<file path="config.mk">
export PLATFORM = sky130hd
export DESIGN_NAME = i2s_dac_serializer
export DESIGN_NICKNAME = d
export VERILOG_FILES = /design/src/rtl/i2s_dac_serializer_pkg.sv /design/src/rtl/i2s_dac_serializer_sat_shift24.sv /design/src/rtl/i2s_dac_serializer.sv
export SDC_FILE = /design/constraint.sdc
export NUM_CORES = 1
export LEC_CHECK = 0
export ABC_CLOCK_PERIOD_IN_PS = 7900
export CORE_MARGIN = 5
export CORE_UTILIZATION = 50
export DETAILED_ROUTE_END_ITERATION = 16
export GPL_TIMING_DRIVEN = 0
export HOLD_SLACK_MARGIN = 0.05
export PLACE_DENSITY = 0.82
export SYNTH_ARGS = -nofsm -noshare
export SYNTH_HDL_FRONTEND = slang
export SYNTH_SLANG_ARGS = --single-unit
</file>
<file path="constraint.sdc">
create_clock -name clk -period 7.9 [get_ports clk]
set_clock_uncertainty 0.15 [all_clocks]
set_input_delay 1.58 -clock clk [delete_from_list [all_inputs] [get_ports clk]]
set_output_delay 1.58 -clock clk [all_outputs]
set_load 0.01 [all_outputs]
</file>
<file path="src/rtl/i2s_dac_serializer_pkg.sv">
// Shared audio constants and types for the interpolator-to-DAC output path.
package i2s_dac_serializer_pkg;

  localparam int unsigned DEF_SLOT_BITS = 32;
  localparam int unsigned DEF_BCLK_DIV  = 8;
  localparam int unsigned FRAME_LEN     = 512;
  localparam int unsigned SAMPLE_W      = 24;
  localparam int unsigned DIN_W         = 34;
  localparam int unsigned MAX_SHIFT     = 10;
  localparam int unsigned FIFO_DEPTH    = 2;

  typedef logic signed [SAMPLE_W-1:0] sample_t;
  typedef logic signed [DIN_W-1:0]    din_t;

  typedef struct packed {
    sample_t left;
    sample_t right;
  } pair_t;

  typedef enum logic {
    CH_LEFT  = 1'b0,
    CH_RIGHT = 1'b1
  } chan_e;

  function automatic logic [3:0] clamp_shift(input logic [3:0] sh);
    return (sh > 4'(MAX_SHIFT)) ? 4'(MAX_SHIFT) : sh;
  endfunction

endpackage

</file>
<file path="src/rtl/i2s_dac_serializer_sat_shift24.sv">
// Per-channel gain: arithmetic right shift (clamped to 10) then saturation to 24-bit signed.
module sat_shift24
  import i2s_dac_serializer_pkg::*;
(
  input  din_t       din_i,
  input  logic [3:0] shift_i,
  output sample_t    dout_o
);

  localparam int unsigned HEAD_W = DIN_W - SAMPLE_W + 1;

  din_t              shifted;
  logic [HEAD_W-1:0] head;

  always_comb begin
    shifted = din_i >>> clamp_shift(shift_i);
    // In range only when every bit above the 24-bit sign position repeats the sign.
    head = shifted[DIN_W-1:SAMPLE_W-1];
    if ((&head) || !(|head)) begin
      dout_o = shifted[SAMPLE_W-1:0];
    end else if (shifted[DIN_W-1]) begin
      dout_o = {1'b1, {(SAMPLE_W-1){1'b0}}};
    end else begin
      dout_o = {1'b0, {(SAMPLE_W-1){1'b1}}};
    end
  end

endmodule

</file>
<file path="src/rtl/i2s_dac_serializer.sv">
// I2S DAC serializer: scales stereo pairs into a 2-deep FIFO and shifts one pair per frame.
module i2s_dac_serializer
  import i2s_dac_serializer_pkg::*;
#(
  parameter int unsigned SLOT_BITS = DEF_SLOT_BITS,
  parameter int unsigned BCLK_DIV  = DEF_BCLK_DIV
) (
  input  logic             clk,
  input  logic             reset_n,
  input  logic             run,
  input  logic             din_valid,
  input  logic [DIN_W-1:0] l_data_in,
  input  logic [DIN_W-1:0] r_data_in,
  input  logic [3:0]       gain_shift,
  output logic             bclk,
  output logic             lrclk,
  output logic             sdata,
  output logic             overrun,
  output logic             underrun,
  output logic [15:0]      test_data
);

  localparam int unsigned DIV_W  = $clog2(BCLK_DIV);
  localparam int unsigned SLOT_W = $clog2(SLOT_BITS);
  localparam int unsigned CNT_W  = 1 + SLOT_W + DIV_W;
  localparam int unsigned IDX_W  = $clog2(SAMPLE_W);

  logic [CNT_W-1:0] fcnt_q, fcnt_d;
  logic             bclk_q, bclk_d;
  logic             lrclk_q, lrclk_d;
  logic             sdata_q, sdata_d;
  pair_t            hold_q, hold_d;
  pair_t            fifo_q [FIFO_DEPTH];
  pair_t            fifo_d [FIFO_DEPTH];
  logic             wr_ptr_q, wr_ptr_d;
  logic             rd_ptr_q, rd_ptr_d;
  logic [1:0]       count_q, count_d;
  logic             overrun_q, overrun_d;
  logic             underrun_q, underrun_d;

  sample_t           l_scaled, r_scaled;
  logic              frame_end, push, pop, pop_ok, push_ok;
  logic [SLOT_W-1:0] slot_b;
  chan_e             chan;
  sample_t           cur_sample;
  logic [IDX_W-1:0]  bit_idx;
  logic              in_window;

  sat_shift24 u_sat_l (
    .din_i   (l_data_in),
    .shift_i (gain_shift),
    .dout_o  (l_scaled)
  );

  sat_shift24 u_sat_r (
    .din_i   (r_data_in),
    .shift_i (gain_shift),
    .dout_o  (r_scaled)
  );

  always_comb begin
    frame_end  = &fcnt_q;
    push       = din_valid & run;
    pop        = run & frame_end;
    pop_ok     = pop & (count_q != '0);
    // A pop in the same cycle frees a slot, so a full FIFO still accepts the push.
    push_ok    = push & ((count_q != 2'(FIFO_DEPTH)) | pop_ok);

    slot_b     = fcnt_q[CNT_W-2:DIV_W];
    chan       = chan_e'(fcnt_q[CNT_W-1]);
    cur_sample = (chan == CH_RIGHT) ? hold_q.right : hold_q.left;
    bit_idx    = IDX_W'(SAMPLE_W - 32'(slot_b));
    in_window  = (slot_b != '0) && (32'(slot_b) <= SAMPLE_W);

    fcnt_d     = fcnt_q;
    fifo_d     = fifo_q;
    wr_ptr_d   = wr_ptr_q;
    rd_ptr_d   = rd_ptr_q;
    count_d    = count_q;
    hold_d     = hold_q;
    overrun_d  = overrun_q;
    underrun_d = underrun_q;

    if (!run) begin
      fcnt_d     = '0;
      wr_ptr_d   = 1'b0;
      rd_ptr_d   = 1'b0;
      count_d    = '0;
      hold_d     = '0;
      overrun_d  = 1'b0;
      underrun_d = 1'b0;
    end else begin
      fcnt_d = fcnt_q + 1'b1;
      if (pop) begin
        if (pop_ok) begin
          hold_d   = fifo_q[rd_ptr_q];
          rd_ptr_d = ~rd_ptr_q;
        end else begin
          hold_d     = '0;
          underrun_d = 1'b1;
        end
      end
      if (push_ok) begin
        fifo_d[wr_ptr_q] = {l_scaled, r_scaled};
        wr_ptr_d         = ~wr_ptr_q;
      end else if (push) begin
        overrun_d = 1'b1;
      end
      count_d = count_q + 2'(push_ok) - 2'(pop_ok);
    end

    bclk_d  = run & fcnt_q[DIV_W-1];
    lrclk_d = run & fcnt_q[CNT_W-1];
    sdata_d = run & in_window & cur_sample[bit_idx];
  end

  always_ff @(posedge clk or negedge reset_n) begin
    if (!reset_n) begin
      fcnt_q     <= '0;
      bclk_q     <= 1'b0;
      lrclk_q    <= 1'b0;
      sdata_q    <= 1'b0;
      hold_q     <= '0;
      fifo_q     <= '{default: '0};
      wr_ptr_q   <= 1'b0;
      rd_ptr_q   <= 1'b0;
      count_q    <= '0;
      overrun_q  <= 1'b0;
      underrun_q <= 1'b0;
    end else begin
      fcnt_q     <= fcnt_d;
      bclk_q     <= bclk_d;
      lrclk_q    <= lrclk_d;
      sdata_q    <= sdata_d;
      hold_q     <= hold_d;
      fifo_q     <= fifo_d;
      wr_ptr_q   <= wr_ptr_d;
      rd_ptr_q   <= rd_ptr_d;
      count_q    <= count_d;
      overrun_q  <= overrun_d;
      underrun_q <= underrun_d;
    end
  end

  assign bclk      = bclk_q;
  assign lrclk     = lrclk_q;
  assign sdata     = sdata_q;
  assign overrun   = overrun_q;
  assign underrun  = underrun_q;
  assign test_data = {count_q, underrun_q, overrun_q, lrclk_q, bclk_q, 10'b0};

endmodule
</file>
# Word level (Yosys, flattened, before mapping)
# Index checks and enable logic that the tools add are counted.
[totals]
ff_bits = 162
input_bits = 76
out_inout_bits = 21
[op_classes]
addsub = 4
order_cmp = 6
n_eq_ne = 7
shifts = 2
n_mux = 30
n_bitwise = 13
reduce_logical = 17
[op_table]
columns = ["operator", "count"]
rows = [
  ["$mux 48", 7],
  ["$mux 24", 5],
  ["$bwmux 96", 1],
  ["$sshr 34x4->34", 2],
  ["$demux 48 s1", 1],
  ["$reduce_and 11->1", 2],
  ["$reduce_or 11->1", 2],
  ["$mux 1", 12],
  ["$add 9x1->9 const B", 1],
  ["$mux 9", 1],
  ["$reduce_and 9->1", 1],
  ["$and 1x1->1", 8],
  ["$ne 2x1->1 const B", 4],
  ["$reduce_and 2->1", 4],
  ["$lt 5x6->1 const B", 1],
  ["$ne 2x2->1 const B", 3],
  ["$bmux 1 s5", 1],
  ["$le 5x5->1 const B", 1],
  ["$reduce_bool 5->1", 1],
  ["$sub 5x5->5 const A", 1],
  ["$ge 2x2->1 const B", 2],
  ["$gt 4x4->1 const B", 1],
  ["$mux 4", 1],
  ["$not 1->2", 2],
  ["other kinds (10)", 14],
]

# Logic depth before layout (Yosys ltp)
[logic_depth]
ltp_word = 8
depth_mapped = 15
mapped_depth_nobuf = 14

# Modules after synthesis
# From an unflattened synthesis, not the netlist that was laid out.
[unflattened]
hier_cells = 1162
hier_area_um2 = 11788.8
[by_module_without_submodules]
columns = ["mod", "n_inst", "cells_each", "area_per_inst_um2", "seq_area_each_um2"]
rows = [
  ["i2s_dac_serializer", 1, 548, 7262.0, 4053.9],
  ["sat_shift24", 2, 307, 2263.4, 0.0],
]

# Worst setup path before layout
# Ideal clock, no wire load.
[synth_timing]
path_kind = "input port to flip-flop"
startpoint = "in gain_shift[0]"
endpoint = "reg fifo_q[45] (netlist bit)"
setup_ps = 130
arrival_time_ps = 3673
path_slack_ps = 3947
stages = 10
path_cell_list = "buf_2 -> mux2_2 -> o22ai_1 -> a31oi_1 -> or3_1 -> a2111oi_4 -> and2_1 -> buf_2 -> o21a_1 -> a21oi_1"
[synth_between]
elab_chain_len = 8
[synth_rtl]
columns = ["element", "line", "text"]
rows = [
  ["start, declared", "i2s_dac_serializer.sv:14", "input logic [3:0] gain_shift,"],
  ["$gt 4x4->1", "i2s_dac_serializer_pkg.sv:26", "return (sh > 4'(MAX_SHIFT)) ? 4'(MAX_SHIFT) : sh;"],
  ["$mux 4 (*)", "i2s_dac_serializer_pkg.sv:26", ""],
  ["$sshr 34x4->34 (*)", "i2s_dac_serializer_sat_shift24.sv:16", "shifted = din_i >>> clamp_shift(shift_i);"],
  ["$reduce_or 11->1", "i2s_dac_serializer_sat_shift24.sv:19", "if ((&head) || !(|head)) begin"],
  ["$logic_not 1->1", "i2s_dac_serializer_sat_shift24.sv:19", ""],
  ["$logic_or 1x1->1", "i2s_dac_serializer_sat_shift24.sv:19", ""],
  ["$mux 24 (*)", "i2s_dac_serializer_sat_shift24.sv:19", ""],
  ["$bwmux 96 (*)", "i2s_dac_serializer.sv:104", "fifo_d[wr_ptr_q] = {l_scaled, r_scaled};"],
  ["end signal, assigned", "i2s_dac_serializer.sv:136", "fifo_q <= fifo_d;"],
  ["end, declared", "i2s_dac_serializer.sv:33", "pair_t fifo_q [FIFO_DEPTH];"],
]
# Mark *: on every way between the ends. The rest lies on a longest branch, timed or not.
# A chain may end at the register's enable or synchronous reset.

# Final worst setup path
[layout_timing]
startpoint = "in gain_shift[3]"
endpoint = "reg fifo_q[37] (netlist bit)"
# The elaborated chain is that of the path after synthesis.

==> impl_summary.txt <==
----------------------------------------------------
[Layout]
  Post-route cell area ... 12380 sq um
  Share of post-route cells with drive strength above 1 ... 0.09147
  # diodes ... 0
  Net total in the final layout ... 1370
  Area growth syn-to-layout ... 16.81%

[Clocking]
  Clock latency of the later-clocked register in the worst-skew pair ... 0.43 ns
  H-Tree Depth ... 4
  Clock root buffer ... sky130_fd_sc_hd__clkbuf_16
  Clock edge transition at the registers on the reported setup and hold paths ... 0.07 ns
  CTS Buf Count ... 17
  TritonCTS Sinks ... 162
  Buffers inserted by post-CTS timing repair ... 0
  TritonCTS clock tree ... done
  Hold-fix buffers, CTS ... 0
  Clk buf depth ... 2
  Number of instances resized during post-cts repair ... 0

[Place]
  Placed cell areas ... 11790 sq um
  Placed wire-length estimate ... 26.25 mm
  IO Port Bufs ... 79
  Final weighted congestion in routability-driven placement ... 1.063

[Flow run]
  Count of maximum capacitance violations ... 0

[Setup path]
  Worst Setup End Kind ... flip-flop
  Launch instance of the worst register-to-register path ... fcnt_q[3]$_DFF_PN0_
  Slowest cell on the critical path ... sky130_fd_sc_hd__a222oi_1
  Required time of the critical path ... 8.03 ns
  Number of cells traversed by the worst register-to-register path ... 12
  Maximum fanout count along the critical path ... 10
  Category of the most critical setup path ... input pin to flip-flop
  Register-to-register setup slack ... 3.89 ns
  Endpoint of the worst register-to-register path ... fifo_q[37]$_DFFE_PN0P_
  Top cell by count, worst path ... sky130_fd_sc_hd__buf_2
  WP data arrival ... 5.06 ns
  Maximum single-stage delay on the critical path ... 0.68 ns
  Sequence of cells on the critical path ... clkdlybuf4s50_1, buf_2, a21oi_2, buf_2, buf_2, buf_1, a21oi_1, a222oi_1, o31ai_1
  Critical Path Source Type ... input pin

[Route]
  Number of nets with antenna violations after routing ... 0
  Number of violations reported at the end of detailed-routing iteration 0 ... 1266
  Detailed-route DRC error count ... 0
  Pre-Repair DR Iteration Count ... 7
  Wire length per cell after detailed routing ... 22.19 microns
  Overall routed net length ... 34.96 mm
  Number of vias per cell after detailed routing ... 6.517
  Via count ... 10270

[Yosys]
  Cell area after synthesis ... 10600 sq um
  Yosys top cell area share ... 0.3826
  Largest area contributor in the netlist ... sky130_fd_sc_hd__dfrtp_1
  Syn avg cell area ... 8.980 sq um
  Number of enable flip-flop cells after synthesis ... 0
  Flop and latch count out of synthesis ... 162
  Sequential share of the synthesized area ... 0.3826
  Syn Inst Count ... 1180
  Most area-consuming cells after synthesis ... sky130_fd_sc_hd__dfrtp_1, sky130_fd_sc_hd__mux2i_1, sky130_fd_sc_hd__a21oi_1
  Warnings from Yosys ... 0
  Synth Flop Type ... sky130_fd_sc_hd__dfrtp_1
  Netlist cell types ... 65
  FFs w/ async S/R, synth ... 1.000

[Status]
  Run status ... finished clean

[Global routing]
  Initial antenna violation count ... 0
  Largest net degree at the start of global routing ... 93
  Number of global-route vias before repair ... 10120
  Global-route wire length before repair ... 55.74 mm
  Total congestion overflow ... 0
  Total routing usage reported by global routing ... 0.2890

[Floorplanning]
  Site Rows ... 53
  Total I/O pin count ... 97
  Die width ... 155.6 microns
  Effective utilization at floorplan ... 0.5057
  Die footprint ... 24200 sq um
  Std-Cell Core Area ... 20960 sq um
  Die H ... 155.6 microns

[Timing]
  Maximum clock frequency ... 0.2030 GHz
  Worst-Margin Slew ... 0.9387 ns
  Post-route fraction of the period consumed by the critical path ... 0.6235
  Min Tclk post-route ... 4.925 ns
  Worst slew margin relative to its limit ... 0.3719
  Total count of hold-check failures in the final report ... 0
  Max Transition Viols Final ... 0
  Final count of negative-setup-slack endpoints ... 0
  Unrepaired setup endpoints after global routing ... no

[Hold path]
  Worst hold path depth ... 1
  Beginning of the worst hold path ... fcnt_q[0]$_DFF_PN0_
  Hold WC Path Type ... flip-flop to flip-flop
  Worst Hold Endpoint ... fcnt_q[0]$_DFF_PN0_

[Power]
  Final total power ... 0.002506 W
  Total power density per cell area ... 202.4 nW/um^2
  VDD IR-drop max ... 120.9 uV
  Leakage dissipation ... 5.143 nW

----------------------------------------------------
-- stage by stage --
step / hold WS (ns) / worst slack [ns] / setup TNS [ns] / instances / utilization
floorplan: 0.2741 / 3.947 / 0 / 1189 / -
global placement: 0.2947 / -1.059 / -170.43 / 1543 / 0.5614
detailed placement: 0.3140 / 2.700 / 0 / 1544 / 0.5628
CTS: 0.3246 / 3.119 / 0 / 1576 / 0.5907
global route: 0.3426 / 2.885 / 0 / 1576 / 0.5907
finish: 0.3260 / 2.975 / 0 / 1576 / 0.5907
-- per-layer routing --
metal	vias up	routed length, microns	GRT usage
met2	632	16490	0.4678
met1	4958	14080	0.3885
met4	0	1415	0.1196
li1	4573	-	-
met3	108	2986	0.04771
met5	-	0	0
-- critical path, delay by kind of cell --
family	cells	cell delay [ns]
buf+inv	5	1.91
compound gates	4	1.54
-- cell usage in the layout (no fill, tap or decap), drive strengths merged, types with 9 or more instances in the layout --
cell type	instances
and3	10
a222oi	20
nor2	97
xnor2	10
a22oi	11
mux4	18
nand2	147
buf	64
dfrtp	162
a211oi	26
inv	23
clkbuf	73
a21oi	114
clkdlybuf4s50	78
a31oi	11
o31ai	30
o22ai	9
o22a	17
nor2b	11
mux2i	134
conb	10
and2	18
o21ai	94
-- flip-flops by register name, summed over array words and instances (netlist names) --
name / count
hold_q: 48
fcnt_q: 9
rd_ptr_q: 1
wr_ptr_q: 1
lrclk: 1
count_q: 2
bclk: 1
fifo_q: 96
overrun: 1
underrun: 1
sdata: 1
-- report_power, final --
part | internal (W) | leakage (nW) | total (W) | switching [W]
clock network | 0.000452 | 0.292 | 0.000819 | 0.000367
registers | 0.000980 | 2.04 | 0.00107 | 0.0000870
logic | 0.000252 | 2.81 | 0.000619 | 0.000366
-- kinds of logic (layout without fill, tap and decap cells) --
kind of cell | Yosys count | count (layout) | share of synthesized area
other | 1 | 10 | 0.0003539
AO/OA/AOI/OAI | 392 | 392 | 0.2423
flip-flops | 162 | 162 | 0.3826
buffers and inverters | 128 | 240 | 0.05514
multiplexers | 159 | 159 | 0.1723
XOR/XNOR | 13 | 13 | 0.01075
adder cells (fa/ha/maj) | 6 | 6 | 0.007084
AND/OR/NAND/NOR | 319 | 319 | 0.1295
-- Yosys cell counts (all sizes together) (4+ instances only) --
| master | number |
|---|---|
| a22oi | 11 |
| o22ai | 9 |
| a211oi | 26 |
| mux2 | 7 |
| inv | 11 |
| mux4 | 18 |
| nor2 | 97 |
| o211ai | 8 |
| a21oi | 114 |
| nand4 | 6 |
| o31ai | 30 |
| nor3 | 8 |
| a211o | 5 |
| and2 | 18 |
| clkbuf | 55 |
| o21a | 4 |
| a32oi | 6 |
| nand2b | 6 |
| nor2b | 11 |
| nand2 | 147 |
| o21ai | 94 |
| o22a | 17 |
| a221o | 5 |
| mux2i | 134 |
| a222oi | 20 |
| dfrtp | 162 |
| ha | 6 |
| a31oi | 11 |
| xnor2 | 10 |
| and3 | 10 |
| a21o | 5 |
| nand3 | 8 |
| buf | 62 |
-- final cells by class --
class | instances | area [sq um]
plain buffers | 117 | 543.0
clock buffers | 18 | 429.2
clock inverters | 14 | 155.1
fillers | 1862 | 8577
inverters | 11 | 41.29
multi-input cells | 899 | 5992
flip-flops and latches | 162 | 4054
well taps | 275 | 344.1
repair buffers | 80 | 819.5
-- worst max-delay path by stage --
stage                        startpoint                     end  slack [ns]  cells after the start
after floorplan           gain_shift[0]  fifo_q[45]$_DFFE_PN0P_        3.95                     10
after global placement          reset_n  fifo_q[68]$_DFFE_PN0P_       -1.06                      1
after detailed placement  gain_shift[3]  fifo_q[85]$_DFFE_PN0P_        2.70                      9
after CTS                 gain_shift[3]  fifo_q[37]$_DFFE_PN0P_        3.12                      9
after global routing      gain_shift[3]  fifo_q[37]$_DFFE_PN0P_        2.89                      9
final                     gain_shift[3]  fifo_q[37]$_DFFE_PN0P_        2.97                      9
(Power assumes the default switching activity.)
